[src/rtl/posit_decoder_pipe_if.sv]
// Beat interface for posit_decoder_pipe.
//   Input side : in_valid_i / in_ready_o handshake, operand_i (LANES packed posit words)
//   Output side: out_valid_o / out_ready_i handshake, per-lane sign_o, rg_exp_o,
//                mant_norm_o, is_zero_o, is_nar_o
// slave  = decoder view, master = producer/consumer view.
interface posit_decoder_pipe_if #(
  parameter int unsigned n     = 16,
  parameter int unsigned es    = 1,
  parameter int unsigned LANES = 4
);
  localparam int unsigned ND         = $clog2(n - 1);
  localparam int unsigned EXP_WIDTH  = ND + es;
  localparam int unsigned MANT_WIDTH = n - es - 3;
  localparam int unsigned RG_W       = EXP_WIDTH + 1;
  localparam int unsigned MN_W       = MANT_WIDTH + 1;

  logic                     in_valid_i;
  logic                     in_ready_o;
  logic [LANES*n-1:0]       operand_i;
  logic                     out_valid_o;
  logic                     out_ready_i;
  logic [LANES-1:0]         sign_o;
  logic [LANES*RG_W-1:0]    rg_exp_o;
  logic [LANES*MN_W-1:0]    mant_norm_o;
  logic [LANES-1:0]         is_zero_o;
  logic [LANES-1:0]         is_nar_o;

  modport slave (
    input  in_valid_i, operand_i, out_ready_i,
    output in_ready_o, out_valid_o, sign_o, rg_exp_o, mant_norm_o, is_zero_o, is_nar_o
  );

  modport master (
    output in_valid_i, operand_i, out_ready_i,
    input  in_ready_o, out_valid_o, sign_o, rg_exp_o, mant_norm_o, is_zero_o, is_nar_o
  );
endinterface

[src/rtl/posit_decoder_pipe.sv]
// Two-stage elastic multi-lane posit decoder.
//   clk_i : clock
//   rst_i : synchronous active-high reset (discards in-flight beats)
//   bus   : posit_decoder_pipe_if.slave -- input beat handshake + operands,
//           output beat handshake + per-lane sign / regime-exponent / mantissa / flags
// S1 captures sign, magnitude, regime run length and special flags.
// S2 strips the regime, extracts exponent and fraction and applies special-word overrides.
module posit_decoder_pipe #(
  parameter int unsigned n     = 16,
  parameter int unsigned es    = 1,
  parameter int unsigned LANES = 4
) (
  input  logic                   clk_i,
  input  logic                   rst_i,
  posit_decoder_pipe_if.slave    bus
);
  localparam int unsigned ND         = $clog2(n - 1);
  localparam int unsigned EXP_WIDTH  = ND + es;
  localparam int unsigned MANT_WIDTH = n - es - 3;
  localparam int unsigned RG_W       = EXP_WIDTH + 1;
  localparam int unsigned MN_W       = MANT_WIDTH + 1;
  localparam int unsigned MAG_W      = n - 1;
  localparam int unsigned RUN_W      = $clog2(n);
  localparam int unsigned DEC_W      = RG_W + MN_W;

  // Length of the leading run of identical bits starting at the MSB.
  function automatic logic [RUN_W-1:0] lead_run(input logic [MAG_W-1:0] m);
    logic [RUN_W-1:0] cnt;
    logic             more;
    cnt  = '0;
    more = 1'b1;
    for (int b = int'(MAG_W) - 1; b >= 0; b--) begin
      if (more && (m[b] == m[MAG_W-1])) cnt = cnt + RUN_W'(1);
      else                               more = 1'b0;
    end
    return cnt;
  endfunction

  // Regime removal: returns {rg_exp, implicit, fraction} for a normal word.
  function automatic logic [DEC_W-1:0] decode(input logic [MAG_W-1:0] mag,
                                              input logic [RUN_W-1:0] run);
    logic [RUN_W:0]    shamt;
    logic [MAG_W-1:0]  sh;
    logic [RG_W-1:0]   k;
    logic [RG_W-1:0]   rg;
    shamt = {1'b0, run} + (RUN_W+1)'(1);
    if (shamt > (RUN_W+1)'(MAG_W)) shamt = (RUN_W+1)'(MAG_W);
    sh = mag << shamt;
    // Run of ones -> k = run-1, run of zeros -> k = -run (modular arithmetic).
    k  = mag[MAG_W-1] ? (RG_W'(run) - RG_W'(1)) : (RG_W'(0) - RG_W'(run));
    // Low es bits of k<<es are zero, so OR inserts the exponent field.
    rg = (k << es) | RG_W'(sh >> (MAG_W - es));
    // Fraction sits below the exponent; the two LSBs of sh are never used.
    return {rg, 1'b1, MANT_WIDTH'(sh >> 2)};
  endfunction

  logic                     r_s1_valid;
  logic [LANES-1:0]         r_s1_sign;
  logic [LANES*MAG_W-1:0]   r_s1_mag;
  logic [LANES*RUN_W-1:0]   r_s1_run;
  logic [LANES-1:0]         r_s1_zero;
  logic [LANES-1:0]         r_s1_nar;

  logic                     r_s2_valid;
  logic [LANES-1:0]         r_sign;
  logic [LANES*RG_W-1:0]    r_rg;
  logic [LANES*MN_W-1:0]    r_mant;
  logic [LANES-1:0]         r_zero;
  logic [LANES-1:0]         r_nar;

  logic                     w_s2_load;
  logic                     w_in_ready;
  logic                     w_in_fire;
  logic [LANES-1:0]         w_sign;
  logic [LANES*MAG_W-1:0]   w_mag;
  logic [LANES*RUN_W-1:0]   w_run;
  logic [LANES-1:0]         w_zero;
  logic [LANES-1:0]         w_nar;
  logic [LANES*DEC_W-1:0]   w_dec;

  // Flow control: S2 refills whenever it drains; S1 accepts when it drains into S2.
  assign w_s2_load  = r_s1_valid && (!r_s2_valid || bus.out_ready_i);
  assign w_in_ready = !r_s1_valid || w_s2_load;
  assign w_in_fire  = bus.in_valid_i && w_in_ready;

  // S1 combinational: sign, magnitude, regime run, special flags.
  always_comb begin
    w_sign = '0;
    w_mag  = '0;
    w_run  = '0;
    w_zero = '0;
    w_nar  = '0;
    for (int l = 0; l < int'(LANES); l++) begin
      w_sign[l] = bus.operand_i[l*n + n - 1];
      w_zero[l] = (bus.operand_i[l*n +: n] == '0);
      w_nar[l]  = (bus.operand_i[l*n +: n] == {1'b1, {(n-1){1'b0}}});
      w_mag[l*MAG_W +: MAG_W] = bus.operand_i[l*n + n - 1]
                              ? (MAG_W'(0) - bus.operand_i[l*n +: MAG_W])
                              : bus.operand_i[l*n +: MAG_W];
      w_run[l*RUN_W +: RUN_W] = lead_run(w_mag[l*MAG_W +: MAG_W]);
    end
  end

  // S2 combinational: regime removal from the S1 registers.
  always_comb begin
    w_dec = '0;
    for (int l = 0; l < int'(LANES); l++) begin
      w_dec[l*DEC_W +: DEC_W] = decode(r_s1_mag[l*MAG_W +: MAG_W], r_s1_run[l*RUN_W +: RUN_W]);
    end
  end

  // Stage registers.
  always_ff @(posedge clk_i) begin
    if (rst_i) begin
      r_s1_valid <= 1'b0;
      r_s1_sign  <= '0;
      r_s1_mag   <= '0;
      r_s1_run   <= '0;
      r_s1_zero  <= '0;
      r_s1_nar   <= '0;
      r_s2_valid <= 1'b0;
      r_sign     <= '0;
      r_rg       <= '0;
      r_mant     <= '0;
      r_zero     <= '0;
      r_nar      <= '0;
    end else begin
      r_s1_valid <= w_in_fire || (r_s1_valid && !w_s2_load);
      r_s2_valid <= w_s2_load || (r_s2_valid && !bus.out_ready_i);
      if (w_in_fire) begin
        r_s1_sign <= w_sign;
        r_s1_mag  <= w_mag;
        r_s1_run  <= w_run;
        r_s1_zero <= w_zero;
        r_s1_nar  <= w_nar;
      end
      if (w_s2_load) begin
        for (int l = 0; l < int'(LANES); l++) begin
          r_zero[l] <= r_s1_zero[l];
          r_nar[l]  <= r_s1_nar[l];
          if (r_s1_zero[l] || r_s1_nar[l]) begin
            // Special words: sign reflects NaR only, payload cleared.
            r_sign[l]               <= r_s1_nar[l];
            r_rg[l*RG_W +: RG_W]    <= '0;
            r_mant[l*MN_W +: MN_W]  <= '0;
          end else begin
            r_sign[l]               <= r_s1_sign[l];
            r_rg[l*RG_W +: RG_W]    <= w_dec[l*DEC_W + MN_W +: RG_W];
            r_mant[l*MN_W +: MN_W]  <= w_dec[l*DEC_W +: MN_W];
          end
        end
      end
    end
  end

  assign bus.in_ready_o  = w_in_ready;
  assign bus.out_valid_o = r_s2_valid;
  assign bus.sign_o      = r_sign;
  assign bus.rg_exp_o    = r_rg;
  assign bus.mant_norm_o = r_mant;
  assign bus.is_zero_o   = r_zero;
  assign bus.is_nar_o    = r_nar;
endmodule

[src/flat_wrapper.sv]
// flat-port wrapper written by rule: the top's interface ports become plain ports
module posit_decoder_pipe_flat 
#(
  parameter int unsigned n     = 16,
  parameter int unsigned es    = 1,
  parameter int unsigned LANES = 4
)
  (clk_i, rst_i, bus_in_valid_i, bus_operand_i, bus_out_ready_i, bus_in_ready_o, bus_out_valid_o, bus_sign_o, bus_rg_exp_o, bus_mant_norm_o, bus_is_zero_o, bus_is_nar_o);
  posit_decoder_pipe_if #(.n(n), .es(es), .LANES(LANES)) bus_i ();
  input  logic clk_i;
  input  logic rst_i;
  input wire logic [$bits(bus_i.in_valid_i)-1:0] bus_in_valid_i;
  input wire logic [$bits(bus_i.operand_i)-1:0] bus_operand_i;
  input wire logic [$bits(bus_i.out_ready_i)-1:0] bus_out_ready_i;
  output wire logic [$bits(bus_i.in_ready_o)-1:0] bus_in_ready_o;
  output wire logic [$bits(bus_i.out_valid_o)-1:0] bus_out_valid_o;
  output wire logic [$bits(bus_i.sign_o)-1:0] bus_sign_o;
  output wire logic [$bits(bus_i.rg_exp_o)-1:0] bus_rg_exp_o;
  output wire logic [$bits(bus_i.mant_norm_o)-1:0] bus_mant_norm_o;
  output wire logic [$bits(bus_i.is_zero_o)-1:0] bus_is_zero_o;
  output wire logic [$bits(bus_i.is_nar_o)-1:0] bus_is_nar_o;
  assign bus_i.in_valid_i = bus_in_valid_i;
  assign bus_i.operand_i = bus_operand_i;
  assign bus_i.out_ready_i = bus_out_ready_i;
  assign bus_in_ready_o = bus_i.in_ready_o;
  assign bus_out_valid_o = bus_i.out_valid_o;
  assign bus_sign_o = bus_i.sign_o;
  assign bus_rg_exp_o = bus_i.rg_exp_o;
  assign bus_mant_norm_o = bus_i.mant_norm_o;
  assign bus_is_zero_o = bus_i.is_zero_o;
  assign bus_is_nar_o = bus_i.is_nar_o;
  posit_decoder_pipe #(.n(n), .es(es), .LANES(LANES)) u_core (.clk_i(clk_i), .rst_i(rst_i), .bus(bus_i));
endmodule
[config.mk]
export PLATFORM = sky130hd
export DESIGN_NAME = posit_decoder_pipe_flat
export DESIGN_NICKNAME = d
export VERILOG_FILES = /design/src/rtl/posit_decoder_pipe_if.sv /design/src/rtl/posit_decoder_pipe.sv /design/src/flat_wrapper.sv
export SDC_FILE = /design/constraint.sdc
export NUM_CORES = 1
export LEC_CHECK = 0
export BUFFER_PORTS_ARGS = -buffer_cell sky130_fd_sc_hd__clkbuf_2
export CORE_AREA = 2 2 196 198
export CTS_CLUSTER_DIAMETER = 30
export DETAILED_ROUTE_END_ITERATION = 8
export DIE_AREA = 0 0 198 200
export GPL_TIMING_DRIVEN = 0
export SETUP_SLACK_MARGIN = 0.3
export SYNTH_ARGS = -nofsm -noshare
export SYNTH_HDL_FRONTEND = slang
export SYNTH_SLANG_ARGS = --single-unit
[constraint.sdc]
create_clock -name clk_i -period 25 [get_ports clk_i]
set_input_delay 6.25 -clock clk_i [delete_from_list [all_inputs] [get_ports clk_i]]
set_output_delay 6.25 -clock clk_i [all_outputs]
set_load 0.02 [all_outputs]
==> summary.txt, run 1 <==
Outcome
  • Status: completed

Yosys
  • Cells after Synth: 1,882
  • Syn_nets: 1,994
  • Top cells by area, synth: dfxtp_1, mux2i_1, nor2_1
  • Synth top area share: 24.02%
  • EDFF count, synth: 0
  • Yosys warns: 0
  • Main synth FF type: dfxtp_1
  • Register area share after synthesis: 24.02%
  • Mean Syn Cell Area: 7.883 sq um
  • Synth area leader: dfxtp_1
  • Area of the mapped netlist: 14,840 sq um
  • #FFs+latches synth: 178
  • Unique masters post-synth: 107
  • Fraction of registers with async set/reset: 0%

Clocking
  • Hold Buf Count CTS: 0
  • CTS tree: done
  • Clock insertion delay at the later pin of the skew report: 0.44 ns
  • CTS Buffer Depth: 2
  • Clock-pin slew on the worst setup and hold paths: 0.08 ns
  • Cells resized by post-CTS repair: 0
  • Post-CTS Setup Bufs: 0
  • H-Tree Level Count: 4
  • CTS Buf Count: 17
  • Root buffer cell: clkbuf_16
  • Clock sink count: 178

Timing
  • Final setup skew: 0.01148 ns
  • F_max: 0.07247 GHz
  • Final Hold Fails: 0
  • Tmin final: 13.80 ns
  • Measured slew at the worst slew-check pin: 1.070 ns
  • RSZ-0062 raised after global routing: false
  • # setup viols final: 0
  • Pins Over Slew Limit: 0
  • Rel. slew slack: 27.99%
  • Fin crit share: 55.19%
  • Final setup TNS: 0 ns

Place
  • Post-DP HPWL: 38,000 um
  • Placed cell count: 2,536
  • I/O Buffers: 143
  • Placer Congestion: 0.9147

Critical path
  • Delay-heaviest family, CP: adder cells
  • Crit. Startpoint: bus_operand_i[16]
  • Crit path top cell by count: ha_1
  • Reg2Reg Capture Point: u_core.bus.mant_norm_o[11]
  • Critical path launch point type: primary input
  • Depth of the most critical reg-to-reg path: 7
  • Slowest CP cell: xnor2_2
  • CP peak stage delay: 0.53 ns
  • WP data required: 25.35 ns
  • Critical path type: in -> reg
  • Critical path peak fanout: 10
  • Buf/Inv on CP: 3
  • Crit path capture: u_core.r_s1_run[6]
  • Flop-to-flop setup slack: 21.36 ns
  • Endpoint class of the critical path: register
  • CP arrival: 14.15 ns
  • R2r startpoint: u_core.bus.out_valid_o
  • Critical path depth: 34

Floorplanning
  • Ports: 158
  • Core box area: 37,400 sq um
  • # rows: 71
  • Die X-Extent: 198 um
  • Die Height: 200 um
  • Die area: 39,600 sq um
  • Initial Util: 39.67%

Global route
  • Vias in the first global route: 13,920
  • First-pass GRT wire length: 75,510 um
  • Largest net degree at the start of global routing: 19
  • Initial antenna violation count: 0
  • Gr ovfl total: 0
  • Tot GR Track Use: 23.78%

Routing
  • Drt pass-1 iters: 5
  • ANT nets after route: 0
  • Drt total wl: 47,930 um
  • Vias: 15,090
  • Drt wl/cell: 18.66 um
  • # DRC: 0
  • Vias per cell: 5.877
  • Drt initial violations: 985

Cells and area
  • NumNets Final: 2,156
  • Total inserted antenna cells: 0
  • Commonest cells after routing, fill and taps aside: nor2_1, dfxtp_1, clkbuf_2
  • Commonest non-fill, non-tap cell in the layout: nor2_1
  • Share of layout cells above drive strength 1: 12.74%
  • Final std cells w/o fill: 2,568
  • Area Growth Syn to Fin: 13.25%

Hold path
  • Type of the most critical hold path: reg -> reg

Power and ir drop
  • PwrDens: 56.70 nW/um^2
  • Leakage: 0.006928 uW
  • Peak supply drop: 0.05033 mV

Run
  • Max-cap viol count: 0
[report_power, final]
part           switching, uW  internal [uW]  total (uW)
Sequential              15.9            302         318
Clock                    132            153         285
Combinational            215            135         350
[registers in the layout (all words and copies together) (netlist names)]
name	count
u_core.bus.is_nar_o	4
u_core.r_s1_mag	60
u_core.r_s1_valid	1
u_core.bus.out_valid_o	1
u_core.bus.is_zero_o	4
u_core.r_s1_run	16
u_core.r_s1_sign	4
u_core.r_s1_zero	4
u_core.bus.sign_o	4
u_core.bus.mant_norm_o	52
u_core.r_s1_nar	4
u_core.bus.rg_exp_o	24
[worst reg2reg max path, stage by stage (launching register included)]
cell	delay (ns)
dfxtp_1	0.40
nor2b_1	0.49
nand2b_1	0.41
clkbuf_1	0.46
clkbuf_1	0.76
buf_1	0.77
a21oi_1	0.16
nor2_1	0.12
[metal layers]
metal	routed length, um	track usage, %
met4	1185	7.240
met1	22600	32.58
met5	0	0
met2	21810	39.42
met3	2335	2.537
[worst min path at each step]
stage / from / end / slack, ns / depth (start not counted)
after floorplan: u_core.r_s1_sign[0] / u_core.r_s1_sign[0] / 0.43 / 2
after global placement: u_core.r_s1_sign[1] / u_core.r_s1_sign[1] / 0.44 / 2
after detailed placement: u_core.r_s1_sign[0] / u_core.r_s1_sign[0] / 0.44 / 2
after CTS: u_core.r_s1_sign[0] / u_core.r_s1_sign[0] / 0.45 / 2
after global routing: u_core.r_s1_sign[0] / u_core.r_s1_sign[0] / 0.48 / 2
final: u_core.r_s1_sign[1] / u_core.r_s1_sign[1] / 0.45 / 2
[layout make-up]
cell class              count  area (sq um)
multi-input cells        1536         10620
inverters                  46         172.7
clock buffers              17         425.4
plain buffers             122         481.7
repair buffers            143         715.7
fillers                  3811         20600
clock inverters            15         185.2
well taps                 511         639.4
flip-flops and latches    178          3563
[through the flow]
step	util [%]	area (sq um)	hold WS, ns	total power [uW]	setup slack (ns)
5_1_grt	44.93	16800	0.4807	1005	10.74
3_5_place_dp	43.29	16190	0.4426	668.5	10.78
3_3_place_gp	43.29	16190	0.4379	662.9	10.85
4_1_cts	44.93	16800	0.4534	951.5	11.22
6_report	44.93	16800	0.4547	952.6	11.20
2_1_floorplan	-	14840	0.4318	578.2	11.52
[synthesized netlist by cell type (21+ instances only)]
cell type and number:
a21oi_1 105, xor2_1 53, nand3_1 64, dfxtp_1 178
o22ai_1 22, nor2_1 222, a22oi_1 43, nor3_1 52
clkbuf_1 96, nand2_1 132, xnor2_1 56, ha_1 44
nor4_1 28, nand2b_1 29, o21ai_0 46, a211oi_1 68
mux2i_1 136, inv_1 46, nor2b_1 21
[logic make-up (layout without fill, tap and decap cells)]
family                     count (synthesis)  after routing  synth area share [%]
xor gates and xnor gates                 119            119                 7.834
AOI/OAI and AO/OA                        516            516                 25.41
DFF                                      178            178                 24.02
and+or+nand+nor                          704            704                 24.05
adders and majority gates                 44             44                 3.711
muxes                                    153            153                 10.57
buffers and inverters                    168            343                 4.411
No activity file was read; power rests on OpenSTA's default activity.
==> run 2: changes to the inputs <==
ABC_AREA = 1   (was not set)
CORE_AREA = 2 2 191 193   (was 2 2 196 198)
DIE_AREA = 0 0 193 195   (was 0 0 198 200)
clock period = 12.44 ns   (was 25 ns; I/O delays follow)
==> summary.txt, run 2 <==
Outcome
  • Status: completed

Power and ir drop
  • Design Power: 1775 uW (+86%)
  • Peak supply drop: 0.09461 mV (+88%)
  • PwrDens: 111.6 nW/um^2 (+97%)
  • Leakage: 0.007867 uW (+14%)

Cells and area
  • Commonest non-fill, non-tap cell in the layout: nand2_1
  • Commonest cells after routing, fill and taps aside: nand2_1, inv_1, o21ai_0
  • Final Cell Area: 15,910 sq um (-5.3%)
  • NumNets Final: 2,613 (+21%)
  • Final std cells w/o fill: 2,973 (+16%)
  • Share of layout cells above drive strength 1: 12.22% (-0.52 points)
  • Total inserted antenna cells: 0 (unchanged)
  • Area Growth Syn to Fin: 13.50%
  • Reg with most FFs: u_core.r_s1_mag
  • Max reg flops: 60 (unchanged)

Clocking
  • CTS Buffer Depth: 2 (unchanged)
  • Hold Buf Count CTS: 0 (unchanged)
  • Cells resized by post-CTS repair: 0 (unchanged)
  • CTS tree: done
  • H-Tree Level Count: 4 (unchanged)
  • Clock insertion delay at the later pin of the skew report: 0.44 ns (about the same)
  • Post-CTS Setup Bufs: 0 (unchanged)
  • Clock-pin slew on the worst setup and hold paths: 0.07 ns (about the same)
  • CTS Buf Count: 17 (unchanged)
  • Clock sink count: 178 (unchanged)
  • Root buffer cell: clkbuf_16

Yosys
  • Cells after Synth: 2,329 (+24%)
  • Yosys warns: 0 (unchanged)
  • Post-synthesis mux area share: 0.1428% (-10 points)
  • Post-synthesis simple-gate area fraction: 34.06% (+10 points)
  • #FFs+latches synth: 178 (unchanged)
  • Syn_nets: 2,441 (+22%)
  • Main synth FF type: dfxtp_1
  • Area of the mapped netlist: 14,020 sq um (-5.5%)
  • Synth area leader: dfxtp_1
  • EDFF count, synth: 0 (unchanged)
  • Largest family of logic cells by synthesized area: simple AND/OR/NAND/NOR gates
  • Mean Syn Cell Area: 6.019 sq um (-24%)
  • Post-Synth Adder-Cell Area: 3.928% (+0.22 points)
  • Most frequent cell after synthesis: nand2_1
  • Post-synthesis xor/xnor area fraction: 5.454% (-2.4 points)
  • Unique masters post-synth: 58 (-46%)
  • Most frequent cells after synthesis: nand2_1, inv_1, o21ai_0, dfxtp_1, nor2_1
  • Synth top area share: 25.42% (+1.4 points)
  • Top cells by area, synth: dfxtp_1, nand2_1, inv_1
  • Synth Area in Compound Gates: 18.31% (-7.1 points)
  • Register area share after synthesis: 25.42% (+1.4 points)
  • Fraction of registers with async set/reset: 0% (unchanged)

Place
  • Post-DP HPWL: 34,980 um (-7.9%)
  • Placed cell count: 2,943 (+16%)
  • I/O Buffers: 153 (+7.0%)
  • DP Area: 15,360 sq um (-5.1%)
  • Setup WS pre-CTS: 3.044 ns (-7.732 ns)
  • Placer Congestion: 0.8885 (-2.9%)

Routing
  • ANT nets after route: 0 (unchanged)
  • Drt wl/cell: 14.43 um (-23%)
  • Drt pass-1 iters: 5 (unchanged)
  • Drt total wl: 42,900 um (-10%)
  • Vias: 14,700 (-2.6%)
  • Vias per cell: 4.944 (-16%)
  • # DRC: 0 (unchanged)
  • Drt initial violations: 745 (-24%)

Floorplanning
  • Initial Util: 39.60% (-0.070 points)
  • Ports: 158 (unchanged)
  • # rows: 69 (-2.8%)
  • Die X-Extent: 193 um (-2.5%)
  • Die area: 37,640 sq um (-5.0%)
  • Die Height: 195 um (-2.5%)
  • Core box area: 35,400 sq um (-5.4%)

Global route
  • Gr ovfl total: 0 (unchanged)
  • Largest net degree at the start of global routing: 17 (-2)
  • Initial antenna violation count: 0 (unchanged)
  • First-pass GRT wire length: 68,730 um (-9.0%)
  • Vias in the first global route: 13,550 (-2.7%)
  • Tot GR Track Use: 22.82% (-0.96 points)

Critical path
  • WP data required: 12.77 ns (-12.58 ns)
  • Slowest CP cell: ha_1
  • Critical path launch point type: primary input
  • CP arrival: 9.31 ns (-4.84 ns)
  • CP peak stage delay: 0.30 ns (-0.23 ns)
  • Endpoint class of the critical path: register
  • Critical path peak fanout: 5 (-5)
  • Crit path top cell by count: nand2_1
  • Critical path type: in -> reg

Timing
  • F_max: 0.1114 GHz
  • Fin crit share: 72.16%
  • # setup viols final: 0 (unchanged)
  • RSZ-0062 raised after global routing: false
  • Final setup skew: 0.01114 ns (-0.0003369 ns)
  • Pins Over Slew Limit: 0 (unchanged)
  • Final setup TNS: 0 ns (unchanged)
  • Tmin final: 8.977 ns
  • Worst Setup Slack, final: 3.463 ns (-7.739 ns)
  • Final Hold Fails: 0 (unchanged)
  • Measured slew at the worst slew-check pin: 0.9177 ns (-0.1527 ns)
  • Rel. slew slack: 38.82% (+11 points)

Hold path
  • Type of the most critical hold path: reg -> reg

Run
  • Max-cap viol count: 0 (unchanged)
[run 2: layer usage]
metal	up-vias	GRT usage, %	wire [um]
met1	6596	30.20	19800
li1	7733	-	-
met2	328	39.36	20240
met4	0	5.135	718
met3	41	2.858	2137
met5	-	0	0
[run 2: worst paths after layout]
kind | start | endpoint | slack (ns) | depth (start not counted)
worst max register to register | u_core.bus.out_valid_o | u_core.r_s1_run[6] | 9.46 | 8
worst min register to register | u_core.bus.mant_norm_o[42] | u_core.bus.mant_norm_o[42] | 0.46 | 2
worst min-delay path | u_core.bus.mant_norm_o[42] | u_core.bus.mant_norm_o[42] | 0.46 | 2
worst max-delay path | bus_operand_i[16] | u_core.r_s1_run[6] | 3.46 | 43
[run 2: logic make-up after synthesis]
logic type	Yosys count
XOR/XNOR	83
multiplexers	2
buffers and inverters	463
AND/OR/NAND/NOR	1090
AO/OA/AOI/OAI	469
flip-flops	178
adder cells (fa/ha/maj)	44
[run 2: layout make-up]
type,count,area [sq um]
plain buffers,89,374.1
clock buffers,19,442.9
clock inverters,11,106.4
fillers,3891,19490
inverters,374,1404
multi-input cells,1688,8676
flip-flops and latches,178,3563
well taps,461,576.8
repair buffers,153,765.7
[run 2: stage by stage]
step	util (%)	hold slack (ns)
2_1_floorplan	-	0.4385
3_3_place_gp	43.39	0.4504
3_5_place_dp	43.39	0.4582
4_1_cts	44.95	0.4694
5_1_grt	44.95	0.4825
6_report	44.95	0.4648
[run 2: report_power, final]
group          total [uW]  switching, uW  leakage (uW)  internal (uW)
Clock                 518            238      0.000262            280
Combinational         616            414       0.00614            202
Sequential            641           30.2       0.00146            611
[run 2: critical path: cells and delay by family]
family / cells / cell delay (ns)
and+or+nand+nor: 21 / 2.43
AOI/OAI and AO/OA: 6 / 0.85
xor gates and xnor gates: 1 / 0.17
buffers and inverters: 7 / 0.60
adders and majority gates: 8 / 2.12
